**src/rtl/decode_stage_if.sv**
```systemverilog
// Fetch/writeback/flush inputs and ID/EX pipeline-register outputs of the decode stage.
// slave = decode stage side, master = surrounding pipeline (or bench) side.
interface decode_stage_if #(
    parameter int DATA_W = 8,
    parameter int ADDR_W = 2,
    parameter int CTRL_W = 4
);
    logic              IF_valid;
    logic              IF_ready;
    logic [ADDR_W-1:0] IF_addr_a;
    logic [ADDR_W-1:0] IF_addr_b;
    logic [ADDR_W-1:0] IF_addr_write;
    logic              IF_sig_write;
    logic              IF_sig_memread;
    logic [CTRL_W-1:0] IF_ctrl;

    logic [DATA_W-1:0] WB_data_write;
    logic [ADDR_W-1:0] WB_addr_write;
    logic              WB_sig_write;

    logic              EX_flush;

    logic              ID_valid;
    logic [DATA_W-1:0] ID_data_a;
    logic [DATA_W-1:0] ID_data_b;
    logic [ADDR_W-1:0] ID_addr_a;
    logic [ADDR_W-1:0] ID_addr_b;
    logic [ADDR_W-1:0] ID_addr_write;
    logic              ID_sig_write;
    logic              ID_sig_memread;
    logic [CTRL_W-1:0] ID_ctrl;

    modport slave (
        input  IF_valid, IF_addr_a, IF_addr_b, IF_addr_write, IF_sig_write,
               IF_sig_memread, IF_ctrl, WB_data_write, WB_addr_write,
               WB_sig_write, EX_flush,
        output IF_ready, ID_valid, ID_data_a, ID_data_b, ID_addr_a, ID_addr_b,
               ID_addr_write, ID_sig_write, ID_sig_memread, ID_ctrl
    );

    modport master (
        output IF_valid, IF_addr_a, IF_addr_b, IF_addr_write, IF_sig_write,
               IF_sig_memread, IF_ctrl, WB_data_write, WB_addr_write,
               WB_sig_write, EX_flush,
        input  IF_ready, ID_valid, ID_data_a, ID_data_b, ID_addr_a, ID_addr_b,
               ID_addr_write, ID_sig_write, ID_sig_memread, ID_ctrl
    );
endinterface

```
**src/rtl/decode_stage.sv**
```systemverilog
// Decode stage: register file with write-through bypass, load-use stall, ID/EX register.
// Optional macro ZERO_REG_EN hardwires r0 to zero and suppresses writes/hazards on r0.
module decode_stage #(
    parameter int DATA_W = 8,
    parameter int ADDR_W = 2,
    parameter int CTRL_W = 4
) (
    input  logic          clk,
    input  logic          rst,
    decode_stage_if.slave bus
);
    localparam int NREG = 2 ** ADDR_W;
`ifdef ZERO_REG_EN
    localparam bit ZERO_REG = 1'b1;
`else
    localparam bit ZERO_REG = 1'b0;
`endif

    function automatic logic [DATA_W-1:0] rf_read(
        input logic [ADDR_W-1:0] addr,
        input logic [DATA_W-1:0] stored,
        input logic              we,
        input logic [ADDR_W-1:0] waddr,
        input logic [DATA_W-1:0] wdata
    );
        if (ZERO_REG && addr == '0) return '0;
        if (we && waddr == addr) return wdata;
        return stored;
    endfunction

    logic [DATA_W-1:0] regs [NREG];
    logic [DATA_W-1:0] rd_a, rd_b;
    logic              rf_we;
    logic              hazard;
    logic              dst_live;

    logic              vld_p1;
    logic [DATA_W-1:0] data_a_p1, data_b_p1;
    logic [ADDR_W-1:0] addr_a_p1, addr_b_p1, addr_write_p1;
    logic              sig_write_p1, sig_memread_p1;
    logic [CTRL_W-1:0] ctrl_p1;

    logic              vld_d;
    logic [DATA_W-1:0] data_a_d, data_b_d;
    logic [ADDR_W-1:0] addr_a_d, addr_b_d, addr_write_d;
    logic              sig_write_d, sig_memread_d;
    logic [CTRL_W-1:0] ctrl_d;

    // p0: register read, hazard detection, next-state selection
    always_comb begin
        rf_we    = bus.WB_sig_write && !(ZERO_REG && bus.WB_addr_write == '0);
        rd_a     = rf_read(bus.IF_addr_a, regs[bus.IF_addr_a], bus.WB_sig_write,
                           bus.WB_addr_write, bus.WB_data_write);
        rd_b     = rf_read(bus.IF_addr_b, regs[bus.IF_addr_b], bus.WB_sig_write,
                           bus.WB_addr_write, bus.WB_data_write);
        // A load writing r0 can never produce a value a consumer depends on.
        dst_live = !(ZERO_REG && addr_write_p1 == '0);
        hazard   = bus.IF_valid && vld_p1 && sig_memread_p1 && sig_write_p1 && dst_live &&
                   (addr_write_p1 == bus.IF_addr_a || addr_write_p1 == bus.IF_addr_b);
    end

    assign bus.IF_ready = !hazard || bus.EX_flush;

    always_comb begin
        vld_d         = 1'b0;
        data_a_d      = '0;
        data_b_d      = '0;
        addr_a_d      = '0;
        addr_b_d      = '0;
        addr_write_d  = '0;
        sig_write_d   = 1'b0;
        sig_memread_d = 1'b0;
        ctrl_d        = '0;
        if (!bus.EX_flush && !hazard && bus.IF_valid) begin
            vld_d         = 1'b1;
            data_a_d      = rd_a;
            data_b_d      = rd_b;
            addr_a_d      = bus.IF_addr_a;
            addr_b_d      = bus.IF_addr_b;
            addr_write_d  = bus.IF_addr_write;
            sig_write_d   = bus.IF_sig_write && !(ZERO_REG && bus.IF_addr_write == '0);
            sig_memread_d = bus.IF_sig_memread;
            ctrl_d        = bus.IF_ctrl;
        end
    end

    // Writeback is never stalled by decode, so the file writes even during a hazard.
    always_ff @(posedge clk) begin
        if (rst) begin
            for (int i = 0; i < NREG; i++) regs[i] <= '0;
        end else if (rf_we) begin
            regs[bus.WB_addr_write] <= bus.WB_data_write;
        end
    end

    // p1: ID/EX pipeline register
    always_ff @(posedge clk) begin
        if (rst) begin
            vld_p1         <= 1'b0;
            data_a_p1      <= '0;
            data_b_p1      <= '0;
            addr_a_p1      <= '0;
            addr_b_p1      <= '0;
            addr_write_p1  <= '0;
            sig_write_p1   <= 1'b0;
            sig_memread_p1 <= 1'b0;
            ctrl_p1        <= '0;
        end else begin
            vld_p1         <= vld_d;
            data_a_p1      <= data_a_d;
            data_b_p1      <= data_b_d;
            addr_a_p1      <= addr_a_d;
            addr_b_p1      <= addr_b_d;
            addr_write_p1  <= addr_write_d;
            sig_write_p1   <= sig_write_d;
            sig_memread_p1 <= sig_memread_d;
            ctrl_p1        <= ctrl_d;
        end
    end

    assign bus.ID_valid       = vld_p1;
    assign bus.ID_data_a      = data_a_p1;
    assign bus.ID_data_b      = data_b_p1;
    assign bus.ID_addr_a      = addr_a_p1;
    assign bus.ID_addr_b      = addr_b_p1;
    assign bus.ID_addr_write  = addr_write_p1;
    assign bus.ID_sig_write   = sig_write_p1;
    assign bus.ID_sig_memread = sig_memread_p1;
    assign bus.ID_ctrl        = ctrl_p1;
endmodule
```
**src/flat_wrapper.sv**
```systemverilog
// flat-port wrapper written by rule: the top's interface ports become plain ports
module decode_stage_flat 
#(
    parameter int DATA_W = 8,
    parameter int ADDR_W = 2,
    parameter int CTRL_W = 4
)
  (clk, rst, bus_IF_valid, bus_IF_addr_a, bus_IF_addr_b, bus_IF_addr_write, bus_IF_sig_write, bus_IF_sig_memread, bus_IF_ctrl, bus_WB_data_write, bus_WB_addr_write, bus_WB_sig_write, bus_EX_flush, bus_IF_ready, bus_ID_valid, bus_ID_data_a, bus_ID_data_b, bus_ID_addr_a, bus_ID_addr_b, bus_ID_addr_write, bus_ID_sig_write, bus_ID_sig_memread, bus_ID_ctrl);
  decode_stage_if #(.DATA_W(DATA_W), .ADDR_W(ADDR_W), .CTRL_W(CTRL_W)) bus_i ();
  input  logic clk;
  input  logic rst;
  input wire logic [$bits(bus_i.IF_valid)-1:0] bus_IF_valid;
  input wire logic [$bits(bus_i.IF_addr_a)-1:0] bus_IF_addr_a;
  input wire logic [$bits(bus_i.IF_addr_b)-1:0] bus_IF_addr_b;
  input wire logic [$bits(bus_i.IF_addr_write)-1:0] bus_IF_addr_write;
  input wire logic [$bits(bus_i.IF_sig_write)-1:0] bus_IF_sig_write;
  input wire logic [$bits(bus_i.IF_sig_memread)-1:0] bus_IF_sig_memread;
  input wire logic [$bits(bus_i.IF_ctrl)-1:0] bus_IF_ctrl;
  input wire logic [$bits(bus_i.WB_data_write)-1:0] bus_WB_data_write;
  input wire logic [$bits(bus_i.WB_addr_write)-1:0] bus_WB_addr_write;
  input wire logic [$bits(bus_i.WB_sig_write)-1:0] bus_WB_sig_write;
  input wire logic [$bits(bus_i.EX_flush)-1:0] bus_EX_flush;
  output wire logic [$bits(bus_i.IF_ready)-1:0] bus_IF_ready;
  output wire logic [$bits(bus_i.ID_valid)-1:0] bus_ID_valid;
  output wire logic [$bits(bus_i.ID_data_a)-1:0] bus_ID_data_a;
  output wire logic [$bits(bus_i.ID_data_b)-1:0] bus_ID_data_b;
  output wire logic [$bits(bus_i.ID_addr_a)-1:0] bus_ID_addr_a;
  output wire logic [$bits(bus_i.ID_addr_b)-1:0] bus_ID_addr_b;
  output wire logic [$bits(bus_i.ID_addr_write)-1:0] bus_ID_addr_write;
  output wire logic [$bits(bus_i.ID_sig_write)-1:0] bus_ID_sig_write;
  output wire logic [$bits(bus_i.ID_sig_memread)-1:0] bus_ID_sig_memread;
  output wire logic [$bits(bus_i.ID_ctrl)-1:0] bus_ID_ctrl;
  assign bus_i.IF_valid = bus_IF_valid;
  assign bus_i.IF_addr_a = bus_IF_addr_a;
  assign bus_i.IF_addr_b = bus_IF_addr_b;
  assign bus_i.IF_addr_write = bus_IF_addr_write;
  assign bus_i.IF_sig_write = bus_IF_sig_write;
  assign bus_i.IF_sig_memread = bus_IF_sig_memread;
  assign bus_i.IF_ctrl = bus_IF_ctrl;
  assign bus_i.WB_data_write = bus_WB_data_write;
  assign bus_i.WB_addr_write = bus_WB_addr_write;
  assign bus_i.WB_sig_write = bus_WB_sig_write;
  assign bus_i.EX_flush = bus_EX_flush;
  assign bus_IF_ready = bus_i.IF_ready;
  assign bus_ID_valid = bus_i.ID_valid;
  assign bus_ID_data_a = bus_i.ID_data_a;
  assign bus_ID_data_b = bus_i.ID_data_b;
  assign bus_ID_addr_a = bus_i.ID_addr_a;
  assign bus_ID_addr_b = bus_i.ID_addr_b;
  assign bus_ID_addr_write = bus_i.ID_addr_write;
  assign bus_ID_sig_write = bus_i.ID_sig_write;
  assign bus_ID_sig_memread = bus_i.ID_sig_memread;
  assign bus_ID_ctrl = bus_i.ID_ctrl;
  decode_stage #(.DATA_W(DATA_W), .ADDR_W(ADDR_W), .CTRL_W(CTRL_W)) u_core (.clk(clk), .rst(rst), .bus(bus_i));
endmodule
```
**config.mk**
```make
export PLATFORM = sky130hd
export DESIGN_NAME = decode_stage_flat
export DESIGN_NICKNAME = d
export VERILOG_FILES = /design/src/rtl/decode_stage_if.sv /design/src/rtl/decode_stage.sv /design/src/flat_wrapper.sv
export SDC_FILE = /design/constraint.sdc
export NUM_CORES = 1
export LEC_CHECK = 0
export CORE_MARGIN = 2
export CORE_UTILIZATION = 51
export DETAILED_ROUTE_END_ITERATION = 10
export GPL_ROUTABILITY_DRIVEN = 0
export PLACE_DENSITY = 0.86
export SLEW_MARGIN = 20
export SYNTH_ARGS = -nofsm -noshare
export SYNTH_HDL_FRONTEND = slang
export SYNTH_SLANG_ARGS = --single-unit
```
**constraint.sdc**
```tcl
create_clock -name clk -period 2.39 [get_ports clk]
set_input_delay 0.5975 -clock clk [delete_from_list [all_inputs] [get_ports clk]]
set_output_delay 0.5975 -clock clk [all_outputs]
set_load 0.01 [all_outputs]
```
**Word level (Yosys, flattened, before mapping)**

Memory sizes are Yosys's and may differ from the RTL's. A register that Yosys moved wholly into a read port is not among the register bits.
Index checks and enable logic that the tools add are counted.

- Word-level logic and storage cells: 32
- Memories: 1
- Latch bits: 0
- ROM bits: 0
- Output and inout bits: 30
- Register bits: 13
- Bits in writable memories: 32

Memories:

| memory | words | bits a word | read ports | clocked after memory_dff | wr ports | line | RTL |
|---|---|---|---|---|---|---|---|
| u_core.regs | 4 | 8 | 2 | 2 | 4 | decode_stage.sv:31 | `logic [DATA_W-1:0] regs [NREG];` |

- Reduce and logical (&&, ||, !) cells: 12
- Add/sub/neg operators: 0
- Shift-type cells: 0
- Divide/modulo/power cells: 0
- Eq/ne operators: 2
- Multipliers: 0
- Bitwise logic cells: 1
- $lt $le $gt $ge: 0
- Multiplexer cells: 9

Operators by type and width:

| cell | number |
|---|---|
| 8-bit two-way mux | 1 |
| 8-bit OR reduction | 1 |
| 1-bit two-way mux | 7 |
| 1-bit logical AND | 6 |
| 2-bit equality test | 2 |
| 1-bit zero test | 2 |
| 1-bit logical OR | 2 |
| 2-bit two-way mux | 1 |
| 2-bit OR reduction | 1 |
| 1-bit inverter | 1 |

**Depth between registers and ports, before layout**

Gate-level depths: netlist (run 1).

- Word-level depth: 9
- Mapped depth: 8
- Mapped depth without buffers: 5

**Worst setup path after synthesis (run 1)**

No wires, ideal clock.

- Path kind: input to output
- Start: in bus_IF_addr_b[0]
- End: out bus_IF_ready
- Arrival time: 1.624 ns
- Cell stages on the path: 5
- Path slack: 0.168 ns
- Data required time: 1.793 ns
- Cell sequence: buf_2 > xor2_1 > o22ai_1 > nand4_1 > or3b_2

- Cells in the longest elaborated chain, start to end: 5

Ends and longest elaborated chain:

| what | line | RTL |
|---|---|---|
| start, declared | flat_wrapper.sv:14 | `input wire logic [$bits(bus_i.IF_addr_b)-1:0] bus_IF_addr_b;` |
| 2-bit equality test | decode_stage.sv:59 | `(addr_write_p1 == bus.IF_addr_a \|\| addr_write_p1 == bus.IF_addr_b);` |
| 1-bit logical OR | decode_stage.sv:59 |  |
| 1-bit logical AND | decode_stage.sv:58 | `hazard = bus.IF_valid && vld_p1 && sig_memread_p1 && sig_write_p1 && dst_live &&` |
| 1-bit zero test | decode_stage.sv:62 | `assign bus.IF_ready = !hazard \|\| bus.EX_flush;` |
| 1-bit logical OR | decode_stage.sv:62 |  |
| end, declared | flat_wrapper.sv:23 | `output wire logic [$bits(bus_i.IF_ready)-1:0] bus_IF_ready;` |

Every way passes these cells.

**Worst setup path after layout (run 1)**

Same ends and word-level chain as after synthesis.

==> results of run 1 <==
power by group:
part | total (mW) | switching (mW) | internal [mW] | leakage, nW
Sequential | 1.19 | 0.0285 | 1.16 | 0.547
Combinational | 0.314 | 0.140 | 0.174 | 0.727
Clock | 0.860 | 0.385 | 0.475 | 0.0907
Total | 2.36 | 0.554 | 1.81 | 1.36
critical path, delay by kind of cell:
kind | cells | cell delay [ns]
buffers and inverters | 2 | 0.32
AND/OR/NAND/NOR | 2 | 0.50
XOR/XNOR | 1 | 0.17
AO/OA/AOI/OAI | 1 | 0.14
layout make-up:
cell class | instances | area (µm²)
Clock buffer | 11 | 131
Clock inverter | 5 | 51.3
Fill cell | 387 | 1740
Inverter | 1 | 5.00
Multi-Input combinational cell | 158 | 1270
Sequential cell | 61 | 1540
Tap cell | 72 | 90.1
Timing Repair Buffer | 72 | 673
worst paths after layout:
| kind | startpoint | to | slack (ns) |
|---|---|---|---|
| min | u_core.bus.ID_valid$_SDFF_PP0_ | u_core.bus.ID_valid$_SDFF_PP0_ | 0.70 |
| max reg2reg | u_core.bus.ID_addr_write[0]$_SDFF_PP0_ | u_core.bus.ID_data_b[0]$_SDFF_PP0_ | 0.83 |
| max | bus_IF_addr_b[0] | bus_IF_ready | 0.06 |
| min reg2reg | u_core.bus.ID_valid$_SDFF_PP0_ | u_core.bus.ID_valid$_SDFF_PP0_ | 0.70 |
cells by family after synthesis:
logic type / Yosys count / synth area share, %
buf+inv: 16 / 3.28
mux: 16 / 12.4
simple gates: 95 / 20.9
flops: 61 / 53.2
xor+xnor: 6 / 1.81
compound gates: 41 / 8.42
state kept, by name, indices dropped and copies added, names as in the netlist:
| register | count |
|---|---|
| u_core.bus.ID_sig_memread | 1 |
| u_core.regs | 32 |
| u_core.bus.ID_valid | 1 |
| u_core.bus.ID_addr_a | 2 |
| u_core.bus.ID_data_b | 8 |
| u_core.bus.ID_addr_b | 2 |
| u_core.bus.ID_sig_write | 1 |
| u_core.bus.ID_data_a | 8 |
| u_core.bus.ID_addr_write | 2 |
| u_core.bus.ID_ctrl | 4 |
repair_timing:
action | in CTS | in global routing
setup endpoints to repair | 1 | 1
resized for setup | 19 | 1
pin swaps | 3 | 0
cell usage in the layout (no fill, tap or decap), types with 2 or more instances in the layout:
cell type         n
a21oi_1          16
and2_1           46
buf_2             2
buf_4            16
clkbuf_1          2
clkbuf_8          9
clkdlybuf4s50_1  51
clkinv_2          3
dfxtp_1          29
edfxtp_1         32
mux4_2           16
nand3_1          16
nor2b_1          17
nor3_1            2
nor3b_2           2
o2111a_1          2
o2111ai_1         2
o21ai_0          16
or2_1             2
xnor2_1           2
xor2_1            4
routing by layer:
layer	global-route usage (%)	up-vias
met3	7.47	17
met2	34.6	141
met1	27.3	1025
li1	-	1002
met5	0	-
met4	11.0	0
cells in the mapped netlist, drive strengths merged:
cell type	n
and2	46
clkbuf	4
a32o	1
a21oi	16
o22ai	1
and4b	1
nor3b	2
o2111ai	2
dfxtp	29
nand4	1
nand4b	1
or3b	2
or2	3
o2111a	2
a31o	1
nor4b	1
xor2	4
buf	11
nand3	16
nor3	3
a41o	1
xnor2	2
clkinv	1
nor2b	17
edfxtp	32
a32oi	1
nand2b	1
nor2	1
mux4	16
o21ai	16
stage by stage:
stage | hold slack [ns] | instances | utilization [%] | instance area [µm²]
6_report | 0.699 | 380 | 68.3 | 3760
5_1_grt | 0.739 | 380 | 68.3 | 3760
4_1_cts | 0.707 | 380 | 68.2 | 3760
3_5_place_dp | 0.694 | 364 | 65.0 | 3580
3_3_place_gp | 0.673 | 364 | 65.0 | 3580
2_1_floorplan | 0.717 | 235 | - | 2900
==> out/qor.yml, run 1 <==
yosys_warnings: 0
syn_to_final_growth_pct: 29.8
antenna_found_initial: 0
synth-seq-cells: 61
drt_iter0_markers: 222
grt_pass1_vias: 2135
status: "completed"
synth_nets: 262
drc: 0
crit_chain: "clkdlybuf4s15_2 -> xor2_1 -> o22ai_2 -> nand4_1 -> or3b_4 -> buf_6"
synthCells: 235
hp-class: "flip-flop to flip-flop"
finalClockSkew_ns: 0.00622
core_area_mm2: 0.00551
worst_slack_ns: 0.0616
grt_setup_unrepaired: "no"
wl_met3_um: 628
avgSynthCellArea_um2: 12.3
arrival_ns: 1.73
wirelength_met1_mm: 2.56
htreeDepth: 3
vias: 2185
r2r_cells: 6
drive_gt1_share_pct: 19.2
postCtsHoldBufs: 0
synth.distinct_cells: 34
hpwlAfterDp_mm: 4.77
drt_first_pass_iters: 5
grt-ovfl-total: 0
pre_cts_ws_ns: -0.695
syn_area_mm2: 0.00290
critPathMaxStageDelay_ns: 0.40
grt_pass1_wl_mm: 10.2
power_leakage_nw: 1.36
dieArea_mm2: 0.00630
fp.dieH_um: 79.4
setup_violations: 0
start_kind: "input port"
whs_path_depth: 2
die_x_um: 79.4
cts_tree: "yes"
initial_core_util_pct: 52.6
antenna_left: 0
hold_viol_final: 0
required_ns: 1.79
seq_area_frac_synth_pct: 53.2
pin_count: 57
wl_per_cell_um: 17.1
max_freq_mhz: 429
avgViaCountPerCell: 5.75
vdd_drop_max_mv: 0.399
port_buffers: 56
numCtsBuffers: 9
nets: 330
synthTopCellsByArea: "edfxtp_1 33%, dfxtp_1 20%, mux4_2 12%"
yosys.area.top_type_share_pct: 33.1
end_kind: "primary output"
maxSlewHeadroom_pct: 71.5
num_rows: 27
criticalPathCategory: "input port to primary output"
cts_setup_buffers: 0
cts_root_buffer: "clkbuf_8"
min_period_ns: 2.33
dr.max_layer_used: "met4"
tns_ns: 0
worstPathMaxFanout: 2
clockBufferDepth: 2
drv_slew: 0
fin_crit_sh_pct: 97.4
antenna_cells: 0
clkLatencyLatePin_ns: 0.34
critPathSlowestCell: "or3b_4"
tightest_slew_ns: 0.427
grt_usage_pct: 22.1
power_density_mw_per_mm2: 628
wl_met2_mm: 3.17
power_mw: 2.36
drv_cap: 0
grt_max_degree: 17
wl_mm: 6.49
clock-sinks: 61
synth_area_leader_cell: "edfxtp_1"
clk_pin_slew_ns: 0.06
No activity file was read; power rests on OpenSTA's default activity.
==> inputs of run 2 (changes only) <==
--- a/config.mk
+++ b/config.mk
@@ -9,6 +9,7 @@
 export CORE_UTILIZATION = 51
 export DETAILED_ROUTE_END_ITERATION = 10
 export GPL_ROUTABILITY_DRIVEN = 0
+export HOLD_SLACK_MARGIN = 0.1
 export PLACE_DENSITY = 0.86
 export SLEW_MARGIN = 20
 export SYNTH_ARGS = -nofsm -noshare
==> constraint.sdc (replaced) <==
create_clock -name clk -period 2.39 [get_ports clk]
set_input_delay 0.5975 -clock clk [delete_from_list [all_inputs] [get_ports clk]]
set_output_delay 0.5975 -clock clk [all_outputs]
set_load 0.005 [all_outputs]
==> run 2 against run 1 <==
  * Worst hold slack better by 0.022 ns
  * Flip-flop and latch count stayed put
  * Final cell count down 0.26%
  * Power grew 8.5%
  * Largest power group unchanged
==> out/qor.yml, run 2 (same netlist as run 1, synthesis figures left out) <==
largest_reg_flops: 32  # unchanged
r2r_end: "u_core.bus.ID_data_b[0]$_SDFF_PP0_"
hpwlAfterDp_mm: 4.82  # +1.1%
antenna_cells: 0  # unchanged
max_freq_mhz: 426  # -0.74%
largest_register: "u_core.regs"
end_kind: "primary output"
holdWs_ns: 0.722  # +0.0224 ns
nets: 330  # unchanged
power_mw: 2.57  # +8.5%
min_period_ns: 2.35  # +0.0174 ns
grt_usage_pct: 23.0  # +0.97 points
htreeDepth: 3  # unchanged
power_leakage_nw: 1.39  # +1.8%
grt_pass1_vias: 2103  # -1.5%
clk_pin_slew_ns: 0.06  # about the same
drv_cap: 0  # unchanged
drv_slew: 0  # unchanged
num_rows: 27  # unchanged
postCtsHoldBufs: 0  # unchanged
antenna_found_initial: 0  # unchanged
dpl.cell_count: 364  # unchanged
power_density_mw_per_mm2: 674  # +7.2%
grt-ovfl-total: 0  # unchanged
grt_pass1_wl_mm: 10.5  # +2.8%
hold_viol_final: 0  # unchanged
drc: 0  # unchanged
criticalPathCategory: "input port to primary output"
start_kind: "input port"
final_util_pct: 69.1  # +0.80 points
dieArea_mm2: 0.00630  # unchanged
cts_setup_buffers: 0  # unchanged
status: "completed"
rr_startpoint: "u_core.bus.ID_addr_write[1]$_SDFF_PP0_"
avgViaCountPerCell: 5.69  # -1.0%
clockBufferDepth: 2  # unchanged
cts_tree: "yes"
antenna_left: 0  # unchanged
port_buffers: 56  # unchanged
initial_core_util_pct: 52.6  # unchanged
core_area_mm2: 0.00551  # unchanged
maxSlewHeadroom_pct: 71.1  # -0.39 points
syn_to_final_growth_pct: 31.3
layout_common_cells: "51 x clkdlybuf4s50_1, 46 x and2_1, 32 x edfxtp_1"
fp.dieH_um: 79.4  # unchanged
hold_start: "u_core.bus.ID_valid$_SDFF_PP0_"
vdd_drop_max_mv: 0.438  # +9.7%
vias: 2157  # -1.3%
drt_first_pass_iters: 4  # -1
clkLatencyLatePin_ns: 0.34  # about the same
wl_per_cell_um: 17.8  # +4.1%
drive_gt1_share_pct: 19.2  # +0.062 points
setup_violations: 0  # unchanged
whs_path_depth: 2  # unchanged
clock-sinks: 61  # unchanged
arrival_ns: 1.75  # +0.02 ns
finalNonFillerCells: 379  # -0.26%
layout_commonest_cell: "clkdlybuf4s50_1"
numCtsBuffers: 9  # unchanged
whs_endpoint: "u_core.bus.ID_valid$_SDFF_PP0_"
pin_count: 57  # unchanged
cts_root_buffer: "clkbuf_8"
tightest_slew_ns: 0.433  # +0.00588 ns
r2r_cells: 6  # unchanged
fin_crit_sh_pct: 98.1  # +0.73 points
grt_setup_unrepaired: "no"
finalClockSkew_ns: 0.0114  # +0.00519 ns
hp-class: "flip-flop to flip-flop"
worstPathMaxFanout: 2  # unchanged
rrSetupSlack_ns: 0.84  # about the same
grt_max_degree: 17  # unchanged
drt_iter0_markers: 251  # +13%
die_x_um: 79.4  # unchanged
required_ns: 1.79  # about the same
wl_mm: 6.74  # +3.8%
==> run 2: cell types whose count changed in the layout (fill, tap and decap cells not counted), sizes merged <==
| cell | before | now |
|---|---|---|
| clkinvlp | 1 | 0 |
| buf | 19 | 17 |
| bufinv | 1 | 3 |
==> run 2: layer usage <==
| metal | up-vias | global-route usage, % | routed length, µm |
|---|---|---|---|
| li1 | 1002 | - | - |
| met1 | 1041 | 29.5 | 2780 |
| met2 | 102 | 36.2 | 3310 |
| met3 | 12 | 7.01 | 525 |
| met4 | 0 | 10.3 | 120 |
| met5 | - | 0 | 0 |
==> run 2: repair_timing <==
| item | CTS | global route |
|---|---|---|
| endpoints found under the setup margin | 1 | 1 |
| pin swaps | 4 | 3 |
| resized for setup | 15 | 3 |
==> run 2: worst max-delay path by stage <==
stage                     startpoint            to  slack [ns]  cells past startpoint
floorplan           bus_IF_addr_b[0]  bus_IF_ready        0.20                      5
global placement    bus_IF_addr_a[1]  bus_IF_ready       -0.61                      6
detailed placement  bus_IF_addr_a[0]  bus_IF_ready       -0.68                      6
CTS                 bus_IF_addr_b[1]  bus_IF_ready       0.005                      6
global route        bus_IF_addr_a[0]  bus_IF_ready       0.006                      6
finish              bus_IF_addr_a[0]  bus_IF_ready        0.04                      6
==> run 2: worst max-delay path, cell delays in order <==
cell	delay, ns
clkdlybuf4s15_2	0.20
xor2_1	0.15
o22ai_2	0.18
nand4_1	0.12
or3b_4	0.38
buf_6	0.12
==> run 2: final cells by class <==
cell class                      instances  area, µm²
Tap cell                               72       90.1
Multi-Input combinational cell        158       1270
Clock buffer                            9        124
Inverter                                1       5.00
Fill cell                             382       1700
Sequential cell                        61       1540
Clock inverter                          6        103
Timing Repair Buffer                   72        673
==> run 2: power breakdown <==
group | internal, mW | switching, mW
combinational | 0.174 | 0.137
sequential | 1.16 | 0.0300
clock | 0.678 | 0.385
total | 2.01 | 0.552
==> run 2: through the flow <==
step	setup TNS (ns)	area (µm²)	worst slack, ns
finish	0	3810	0.0443
global route	0	3810	0.00559
global placement	-0.610	3580	-0.610
CTS	0	3820	0.00501
detailed placement	-0.892	3580	-0.677
floorplan	0	2900	0.202
